<file path="src/rtl/load_streamer_if.sv">
// Bundle of the load request, input word stream and the two memory write
// ports of load_streamer. The streamer sits on the slave side; whoever
// issues loads, feeds words and receives the writes uses the master side.
interface load_streamer_if #(
    parameter int DATA_WIDTH            = 8,
    parameter int length                = 16,
    parameter int NIT_neighbor          = 32,
    parameter int NIT_point_index       = 10,
    parameter int global_buf_addr_width = 17,
    parameter int NIT_addr_width        = 12,
    parameter int WORD_WIDTH            = 32
);
    logic                                          start;
    logic [global_buf_addr_width-1:0]              GB_BASE_ADDR;
    logic [global_buf_addr_width-1:0]              GB_LINES;
    logic [NIT_addr_width:0]                       NIT_ENTRIES;
    logic                                          s_valid;
    logic [WORD_WIDTH-1:0]                         s_data;
    logic                                          s_ready;
    logic                                          gb_write;
    logic [global_buf_addr_width-1:0]              gb_waddr;
    logic [DATA_WIDTH*length-1:0]                  gb_data;
    logic                                          nit_write;
    logic [NIT_addr_width-1:0]                     nit_addr;
    logic [(NIT_neighbor+1)*NIT_point_index-1:0]   nit_data;
    logic                                          load_data;
    logic                                          load_done;

    modport slave (
        input  start, GB_BASE_ADDR, GB_LINES, NIT_ENTRIES, s_valid, s_data,
        output s_ready, gb_write, gb_waddr, gb_data, nit_write, nit_addr,
               nit_data, load_data, load_done
    );

    modport master (
        output start, GB_BASE_ADDR, GB_LINES, NIT_ENTRIES, s_valid, s_data,
        input  s_ready, gb_write, gb_waddr, gb_data, nit_write, nit_addr,
               nit_data, load_data, load_done
    );
endinterface

</file>
<file path="src/rtl/load_streamer.sv">
// Load streamer: packs a stream of 32-bit words first into 128-bit global
// buffer lines and then into 330-bit neighbour-index-table entries, issuing
// one write strobe per completed line/entry. One word per cycle, no bubbles
// between lines, entries or the two phases. All outputs are registered.
module load_streamer #(
    parameter int DATA_WIDTH            = 8,
    parameter int length                = 16,
    parameter int NIT_neighbor          = 32,
    parameter int NIT_point_index       = 10,
    parameter int global_buf_addr_width = 17,
    parameter int NIT_addr_width        = 12,
    parameter int WORD_WIDTH            = 32
) (
    input  logic             clk,
    input  logic             rstn,   // active-high despite the name
    load_streamer_if.slave   bus
);
    localparam int LINE_W    = DATA_WIDTH * length;
    localparam int NIT_W     = (NIT_neighbor + 1) * NIT_point_index;
    localparam int GB_WORDS  = LINE_W / WORD_WIDTH;
    localparam int NIT_WORDS = (NIT_W + WORD_WIDTH - 1) / WORD_WIDTH;
    localparam int NIT_BUF_W = NIT_WORDS * WORD_WIDTH;
    localparam int MAX_WORDS = (NIT_WORDS > GB_WORDS) ? NIT_WORDS : GB_WORDS;
    localparam int WCNT_W    = $clog2(MAX_WORDS);
    localparam int AW        = global_buf_addr_width;
    localparam int NW        = NIT_addr_width;

    localparam logic [1:0] S_IDLE = 2'd0;
    localparam logic [1:0] S_GB   = 2'd1;
    localparam logic [1:0] S_NIT  = 2'd2;
    localparam logic [1:0] S_DONE = 2'd3;

    logic [1:0]           state_q,     state_d;
    logic [WCNT_W-1:0]    wcnt_q,      wcnt_d;
    logic [AW-1:0]        line_idx_q,  line_idx_d;
    logic [NW:0]          entry_idx_q, entry_idx_d;
    logic [AW-1:0]        base_q,      base_d;
    logic [AW-1:0]        lines_q,     lines_d;
    logic [NW:0]          entries_q,   entries_d;
    logic [LINE_W-1:0]    gb_buf_q,    gb_buf_d;
    logic [NIT_BUF_W-1:0] nit_buf_q,   nit_buf_d;
    logic                 gb_write_q,  gb_write_d;
    logic [AW-1:0]        gb_waddr_q,  gb_waddr_d;
    logic [LINE_W-1:0]    gb_data_q,   gb_data_d;
    logic                 nit_write_q, nit_write_d;
    logic [NW-1:0]        nit_addr_q,  nit_addr_d;
    logic [NIT_W-1:0]     nit_data_q,  nit_data_d;
    logic                 s_ready_q,   s_ready_d;
    logic                 load_data_q, load_data_d;
    logic                 load_done_q, load_done_d;
    logic                 accept_s;

    assign accept_s = bus.s_valid & s_ready_q;

    // Next-state, counter and packing logic for the whole load sequence.
    always_comb begin
        state_d     = state_q;
        wcnt_d      = wcnt_q;
        line_idx_d  = line_idx_q;
        entry_idx_d = entry_idx_q;
        base_d      = base_q;
        lines_d     = lines_q;
        entries_d   = entries_q;
        gb_buf_d    = gb_buf_q;
        nit_buf_d   = nit_buf_q;
        gb_write_d  = 1'b0;
        gb_waddr_d  = gb_waddr_q;
        gb_data_d   = gb_data_q;
        nit_write_d = 1'b0;
        nit_addr_d  = nit_addr_q;
        nit_data_d  = nit_data_q;

        case (state_q)
            S_IDLE: begin
                if (bus.start) begin
                    // Request parameters are latched here; later input changes are ignored.
                    base_d      = bus.GB_BASE_ADDR;
                    lines_d     = bus.GB_LINES;
                    entries_d   = bus.NIT_ENTRIES;
                    wcnt_d      = '0;
                    line_idx_d  = '0;
                    entry_idx_d = '0;
                    if (bus.GB_LINES != '0) begin
                        state_d = S_GB;
                    end else if (bus.NIT_ENTRIES != '0) begin
                        state_d = S_NIT;
                    end else begin
                        state_d = S_DONE;
                    end
                end else begin
                    state_d = S_IDLE;
                end
            end

            S_GB: begin
                if (accept_s) begin
                    for (int k = 0; k < GB_WORDS; k++) begin
                        gb_buf_d[k*WORD_WIDTH +: WORD_WIDTH] =
                            (wcnt_q == WCNT_W'(k)) ? bus.s_data
                                                   : gb_buf_q[k*WORD_WIDTH +: WORD_WIDTH];
                    end
                    if (wcnt_q == WCNT_W'(GB_WORDS - 1)) begin
                        wcnt_d     = '0;
                        gb_write_d = 1'b1;
                        gb_data_d  = gb_buf_d;
                        gb_waddr_d = base_q + line_idx_q;   // wraps modulo 2^AW
                        line_idx_d = line_idx_q + AW'(1);
                        // Leave on the same edge that registers the last write.
                        if (line_idx_q == lines_q - AW'(1)) begin
                            state_d = (entries_q != '0) ? S_NIT : S_DONE;
                        end else begin
                            state_d = S_GB;
                        end
                    end else begin
                        wcnt_d = wcnt_q + WCNT_W'(1);
                    end
                end else begin
                    state_d = S_GB;
                end
            end

            S_NIT: begin
                if (accept_s) begin
                    for (int k = 0; k < NIT_WORDS; k++) begin
                        nit_buf_d[k*WORD_WIDTH +: WORD_WIDTH] =
                            (wcnt_q == WCNT_W'(k)) ? bus.s_data
                                                   : nit_buf_q[k*WORD_WIDTH +: WORD_WIDTH];
                    end
                    if (wcnt_q == WCNT_W'(NIT_WORDS - 1)) begin
                        wcnt_d      = '0;
                        nit_write_d = 1'b1;
                        nit_data_d  = nit_buf_d[NIT_W-1:0];  // top bits of last word dropped
                        nit_addr_d  = entry_idx_q[NW-1:0];
                        entry_idx_d = entry_idx_q + (NW+1)'(1);
                        if (entry_idx_q == entries_q - (NW+1)'(1)) begin
                            state_d = S_DONE;
                        end else begin
                            state_d = S_NIT;
                        end
                    end else begin
                        wcnt_d = wcnt_q + WCNT_W'(1);
                    end
                end else begin
                    state_d = S_NIT;
                end
            end

            S_DONE: begin
                state_d = S_IDLE;
            end

            default: begin
                state_d = S_IDLE;
            end
        endcase

        s_ready_d   = (state_d == S_GB) || (state_d == S_NIT);
        load_data_d = (state_d != S_IDLE);
        // Completion pulse follows the DONE state so it lands after the last write strobe.
        load_done_d = (state_q == S_DONE);
    end

    // State and output registers; reset abandons any partial line or entry.
    always_ff @(posedge clk or posedge rstn) begin
        if (rstn) begin
            state_q     <= S_IDLE;
            wcnt_q      <= '0;
            line_idx_q  <= '0;
            entry_idx_q <= '0;
            base_q      <= '0;
            lines_q     <= '0;
            entries_q   <= '0;
            gb_buf_q    <= '0;
            nit_buf_q   <= '0;
            gb_write_q  <= 1'b0;
            gb_waddr_q  <= '0;
            gb_data_q   <= '0;
            nit_write_q <= 1'b0;
            nit_addr_q  <= '0;
            nit_data_q  <= '0;
            s_ready_q   <= 1'b0;
            load_data_q <= 1'b0;
            load_done_q <= 1'b0;
        end else begin
            state_q     <= state_d;
            wcnt_q      <= wcnt_d;
            line_idx_q  <= line_idx_d;
            entry_idx_q <= entry_idx_d;
            base_q      <= base_d;
            lines_q     <= lines_d;
            entries_q   <= entries_d;
            gb_buf_q    <= gb_buf_d;
            nit_buf_q   <= nit_buf_d;
            gb_write_q  <= gb_write_d;
            gb_waddr_q  <= gb_waddr_d;
            gb_data_q   <= gb_data_d;
            nit_write_q <= nit_write_d;
            nit_addr_q  <= nit_addr_d;
            nit_data_q  <= nit_data_d;
            s_ready_q   <= s_ready_d;
            load_data_q <= load_data_d;
            load_done_q <= load_done_d;
        end
    end

    assign bus.s_ready   = s_ready_q;
    assign bus.gb_write  = gb_write_q;
    assign bus.gb_waddr  = gb_waddr_q;
    assign bus.gb_data   = gb_data_q;
    assign bus.nit_write = nit_write_q;
    assign bus.nit_addr  = nit_addr_q;
    assign bus.nit_data  = nit_data_q;
    assign bus.load_data = load_data_q;
    assign bus.load_done = load_done_q;
endmodule

</file>
<file path="src/flat_wrapper.sv">
// flat-port wrapper written by rule: the top's interface ports become plain ports
module load_streamer_flat 
#(
    parameter int DATA_WIDTH            = 8,
    parameter int length                = 16,
    parameter int NIT_neighbor          = 32,
    parameter int NIT_point_index       = 10,
    parameter int global_buf_addr_width = 17,
    parameter int NIT_addr_width        = 12,
    parameter int WORD_WIDTH            = 32
)
  (clk, rstn, bus_start, bus_GB_BASE_ADDR, bus_GB_LINES, bus_NIT_ENTRIES, bus_s_valid, bus_s_data, bus_s_ready, bus_gb_write, bus_gb_waddr, bus_gb_data, bus_nit_write, bus_nit_addr, bus_nit_data, bus_load_data, bus_load_done);
  load_streamer_if #(.DATA_WIDTH(DATA_WIDTH), .length(length), .NIT_neighbor(NIT_neighbor), .NIT_point_index(NIT_point_index), .global_buf_addr_width(global_buf_addr_width), .NIT_addr_width(NIT_addr_width), .WORD_WIDTH(WORD_WIDTH)) bus_i ();
  input  logic clk;
  input  logic rstn;
  input wire logic [$bits(bus_i.start)-1:0] bus_start;
  input wire logic [$bits(bus_i.GB_BASE_ADDR)-1:0] bus_GB_BASE_ADDR;
  input wire logic [$bits(bus_i.GB_LINES)-1:0] bus_GB_LINES;
  input wire logic [$bits(bus_i.NIT_ENTRIES)-1:0] bus_NIT_ENTRIES;
  input wire logic [$bits(bus_i.s_valid)-1:0] bus_s_valid;
  input wire logic [$bits(bus_i.s_data)-1:0] bus_s_data;
  output wire logic [$bits(bus_i.s_ready)-1:0] bus_s_ready;
  output wire logic [$bits(bus_i.gb_write)-1:0] bus_gb_write;
  output wire logic [$bits(bus_i.gb_waddr)-1:0] bus_gb_waddr;
  output wire logic [$bits(bus_i.gb_data)-1:0] bus_gb_data;
  output wire logic [$bits(bus_i.nit_write)-1:0] bus_nit_write;
  output wire logic [$bits(bus_i.nit_addr)-1:0] bus_nit_addr;
  output wire logic [$bits(bus_i.nit_data)-1:0] bus_nit_data;
  output wire logic [$bits(bus_i.load_data)-1:0] bus_load_data;
  output wire logic [$bits(bus_i.load_done)-1:0] bus_load_done;
  assign bus_i.start = bus_start;
  assign bus_i.GB_BASE_ADDR = bus_GB_BASE_ADDR;
  assign bus_i.GB_LINES = bus_GB_LINES;
  assign bus_i.NIT_ENTRIES = bus_NIT_ENTRIES;
  assign bus_i.s_valid = bus_s_valid;
  assign bus_i.s_data = bus_s_data;
  assign bus_s_ready = bus_i.s_ready;
  assign bus_gb_write = bus_i.gb_write;
  assign bus_gb_waddr = bus_i.gb_waddr;
  assign bus_gb_data = bus_i.gb_data;
  assign bus_nit_write = bus_i.nit_write;
  assign bus_nit_addr = bus_i.nit_addr;
  assign bus_nit_data = bus_i.nit_data;
  assign bus_load_data = bus_i.load_data;
  assign bus_load_done = bus_i.load_done;
  load_streamer #(.DATA_WIDTH(DATA_WIDTH), .length(length), .NIT_neighbor(NIT_neighbor), .NIT_point_index(NIT_point_index), .global_buf_addr_width(global_buf_addr_width), .NIT_addr_width(NIT_addr_width), .WORD_WIDTH(WORD_WIDTH)) u_core (.clk(clk), .rstn(rstn), .bus(bus_i));
endmodule
</file>
<file path="config.mk">
export PLATFORM = sky130hd
export DESIGN_NAME = load_streamer_flat
export DESIGN_NICKNAME = d
export VERILOG_FILES = /design/src/rtl/load_streamer_if.sv /design/src/rtl/load_streamer.sv /design/src/flat_wrapper.sv
export SDC_FILE = /design/constraint.sdc
export NUM_CORES = 2
export LEC_CHECK = 0
export ABC_AREA = 1
export CORE_ASPECT_RATIO = 1.2
export CORE_MARGIN = 2
export CORE_UTILIZATION = 50
export DETAILED_ROUTE_END_ITERATION = 16
export MAX_ROUTING_LAYER = met4
export PLACE_DENSITY = 0.76
export SETUP_SLACK_MARGIN = 0.5
export SLEW_MARGIN = 25
export SYNTH_ARGS = -nofsm -noshare
export SYNTH_HDL_FRONTEND = slang
export SYNTH_SLANG_ARGS = --single-unit
</file>
<file path="constraint.sdc">
create_clock -name clk -period 97.3 [get_ports clk]
set_input_delay 19.46 -clock clk [delete_from_list [all_inputs] [get_ports clk]]
set_output_delay 19.46 -clock clk [all_outputs]
set_load 0.005 [all_outputs]
</file>
==> flow_metrics.tcl <==
set metrics [dict create \
    grt_max_degree 201 \
    slew_headroom 0.221 \
    yosysSeqAreaShare 0.573 \
    vias_per_cell 5.37 \
    clock_path_buffers 3 \
    fp.dieArea_um2 88900 \
    grt_first_pass_wirelength_mm 210 \
    ys_seq_elements 991 \
    dieWidth_um 272 \
    final_common_cell "nand2_1" \
    worst_pin_slew_ns 1.17 \
    muxShareOfSynthArea 0 \
    async_flop_share 1.00 \
    synth_xor_area_frac 0.00822 \
    path_common_cell "buf_4" \
    detail-route-antenna-nets 0 \
    root_buffer "clkbuf_16" \
    synth.net_count 5504 \
    clkLatencyLatePin_ns 0.70 \
    final_cell_mix "2696 x nand2_1, 991 x dfrtp_1, 742 x o21ai_0" \
    num-fill-cells 7246 \
    grtUsageTotal 0.317 \
    startpoint_type "input port" \
    timing.setup.tns_ns 0 \
    cts_setup_buffers 0 \
    cp_cell_sequence "clkdlybuf4s50_1, inv_8, buf_4, buf_4, buf_4, buf_6" \
    start_util 0.503 \
    status "finished, final reports clean" \
    synth.distinct_cells 50 \
    maxCapViolCount 0 \
    dr.first_iter.drc_count 3632 \
    power_density_nw_per_um2 19.7 \
    placed_area_um2 49900 \
    cts_tree "built" \
    final_cells 7066 \
    core_area_um2 86100 \
    ios 575 \
    endpoint_kind "async pin" \
    place.gp.congestion 0.910 \
    rsz0062_at_grt "no" \
    numCtsBuffers 99 \
    synthAdderAreaFrac 0.00885 \
    cts_sinks 991 \
    syn_inst 5391 \
    routedWlPerCell_um 19.4 \
    drt_wl_total_mm 137 \
    ir_worst_vdd_mv 0.0168 \
    drive_above_1_share 0.0469 \
    final-setup-viol-count 0 \
    finalHoldViolations 0 \
    cellLeakagePower_nw 26.9 \
    slowest_delay_ns 0.84 \
    fin_nets 5958 \
    max_freq_mhz 43.4 \
    syn_area_um2 43300 \
    placed_cells 6881 \
    hpwlAfterDp_mm 88.6 \
    dieHeight_um 326 \
    grt_overflow 0 \
    first_pass_iters 6 \
    post-route-min-period_ns 23.07 \
    multi_input_area_um2 16100 \
    dominantRegCellSynth "dfrtp_1" \
    synth_warnings 0 \
    path_buf_inv 6 \
    worstPathArrival_ns 23.80 \
    crit_fanout 111 \
    drc 0 \
    synth_area_per_cell_um2 8.02 \
    postCtsHoldBufs 0 \
    htreeDepth 3 \
    synth_edf_count 0 \
    post_cts_resized 0 \
    synth_compound_area_frac 0.0956 \
    antenna_found_initial 3 \
    grt_pass1_vias 35997 \
    num_rows 118 \
    crit_type "in -> async" \
    synth_top_family_by_area "simple AND/OR/NAND/NOR gates" \
    fin_area_um2 53400 \
    path_clk_slew_ns 0.07 \
    drv_slew 0 \
    syn_to_final_growth_pct 23.4 \
    cp_top_family "buffers and inverters" \
    dr_total_vias 37931 \
    slowest_stage "buf_4" \
    fin_crit_sh 0.237 \
    yosys.area_share.simple 0.257 \
    min_path_type "reg -> reg" \
    ff_latch_area_um2 24800 \
    portBuffers 574 \
    cp.required_ns 98.03 \
    skew_ns 0.0244 \
]
-- synthesized netlist by cell type, types with 2 or more instances --
cell type,number,share of area
xnor2_1,16,0.0032
a211oi_1,3,0.00052
nor2_2,5,0.00072
a21oi_1,38,0.0044
buf_2,45,0.0052
nand3_2,2,0.00046
dfrtp_1,991,0.57
o211ai_1,2,0.00035
nand3b_1,4,0.00069
nor3_2,5,0.0012
o21ai_1,7,0.00081
nor3_4,2,0.00075
inv_1,340,0.030
or2_2,6,0.00087
inv_2,8,0.00069
nand3_1,49,0.0057
o21ai_0,742,0.086
clkbuf_1,221,0.019
a31oi_1,7,0.0010
o21a_1,2,0.00035
o21ai_2,2,0.00041
nor2_1,70,0.0061
ha_1,29,0.0084
xor2_1,22,0.0045
nand4_1,8,0.0012
nor4_1,8,0.0012
buf_1,16,0.0014
nand2_1,2696,0.23
clkinv_1,2,0.00017
o21bai_1,2,0.00035
nor2_4,3,0.00078
nand2_4,2,0.00052
nor3b_1,2,0.00035
nor3_1,17,0.0020
nand2_2,2,0.00029
-- cell type report --
class                           instances  area share
Multi-Input combinational cell       3765       0.301
Sequential cell                       991       0.465
Antenna cell                            4    0.000188
Clock inverter                         47      0.0121
Inverter                              351      0.0252
Tap cell                             1140      0.0267
Timing Repair Buffer                  637       0.119
Clock buffer                          131      0.0511
-- sequential cells by signal, indices dropped and copies added (netlist names), 17 cells and up --
signal and count:
u_core.lines_q 17, u_core.base_q 17, u_core.nit_buf_q 320, u_core.line_idx_q 17, u_core.bus.gb_data 128, u_core.bus.gb_waddr 17
u_core.gb_buf_q 96, u_core.bus.nit_data 330
-- metal layers --
| metal | vias to the layer above | share of wire | track usage |
|---|---|---|---|
| met5 | - | 0 | - |
| met4 | 0 | 0.039 | 0.121 |
| met3 | 252 | 0.092 | 0.0670 |
| met2 | 1642 | 0.45 | 0.475 |
| met1 | 18357 | 0.42 | 0.424 |
| li1 | 17680 | - | - |
-- kinds of logic (layout without fill, tap and decap cells) --
kind of cell	Yosys count	in the layout
and+or+nand+nor	2883	2883
buffers and inverters	635	1166
xor gates and xnor gates	39	39
adders and majority gates	30	30
AOI/OAI and AO/OA	813	813
DFF	991	991
other	0	4
-- power by group --
| group | internal [mW] | switching, mW |
|---|---|---|
| logic | 0.0608 | 0.124 |
| clock network | 0.233 | 0.168 |
| registers | 0.446 | 0.0199 |
| total | 0.740 | 0.313 |
-- worst register-to-register path, cell delays in order (launching register included) --
cell     delay [ns]
dfrtp_1        0.41
inv_1          0.10
ha_1           0.26
inv_2          0.13
nor2_4         0.08
inv_8          0.61
nor2_4         0.13
inv_8          0.48
buf_4          0.86
buf_4          0.94
o21ai_0        0.29
-- final timing paths --
path	cells past startpoint	slack, ns	endpoint	startpoint
min in group asynchronous	2	19.31	u_core.bus.nit_data[152]$_DFFE_PP0P_	rstn
max	6	74.23	u_core.bus.nit_data[303]$_DFFE_PP0P_	rstn
min	2	0.47	u_core.bus.nit_data[278]$_DFFE_PP0P_	u_core.bus.nit_data[278]$_DFFE_PP0P_
max reg2reg	10	92.87	u_core.bus.nit_data[107]$_DFFE_PP0P_	u_core.state_q[0]$_DFF_PP0_
min reg2reg	2	0.47	u_core.bus.nit_data[278]$_DFFE_PP0P_	u_core.bus.nit_data[278]$_DFFE_PP0P_
max in group clk	9	74.24	u_core.bus.nit_data[107]$_DFFE_PP0P_	bus_s_valid
-- through the flow --
| step | power [mW] | hold WS, ns | utilization | setup WS (ns) |
|---|---|---|---|---|
| finish | 1.05 | 0.468 | 0.620 | 74.23 |
| global route | 1.10 | 0.489 | 0.620 | 73.59 |
| CTS | 1.05 | 0.473 | 0.619 | 73.78 |
| detailed placement | 0.653 | 0.458 | 0.580 | 73.06 |
| global placement | 0.648 | 0.452 | 0.580 | 73.08 |
| floorplan | 0.595 | 0.448 | - | 49.96 |
No activity file was read; power rests on OpenSTA's default activity.
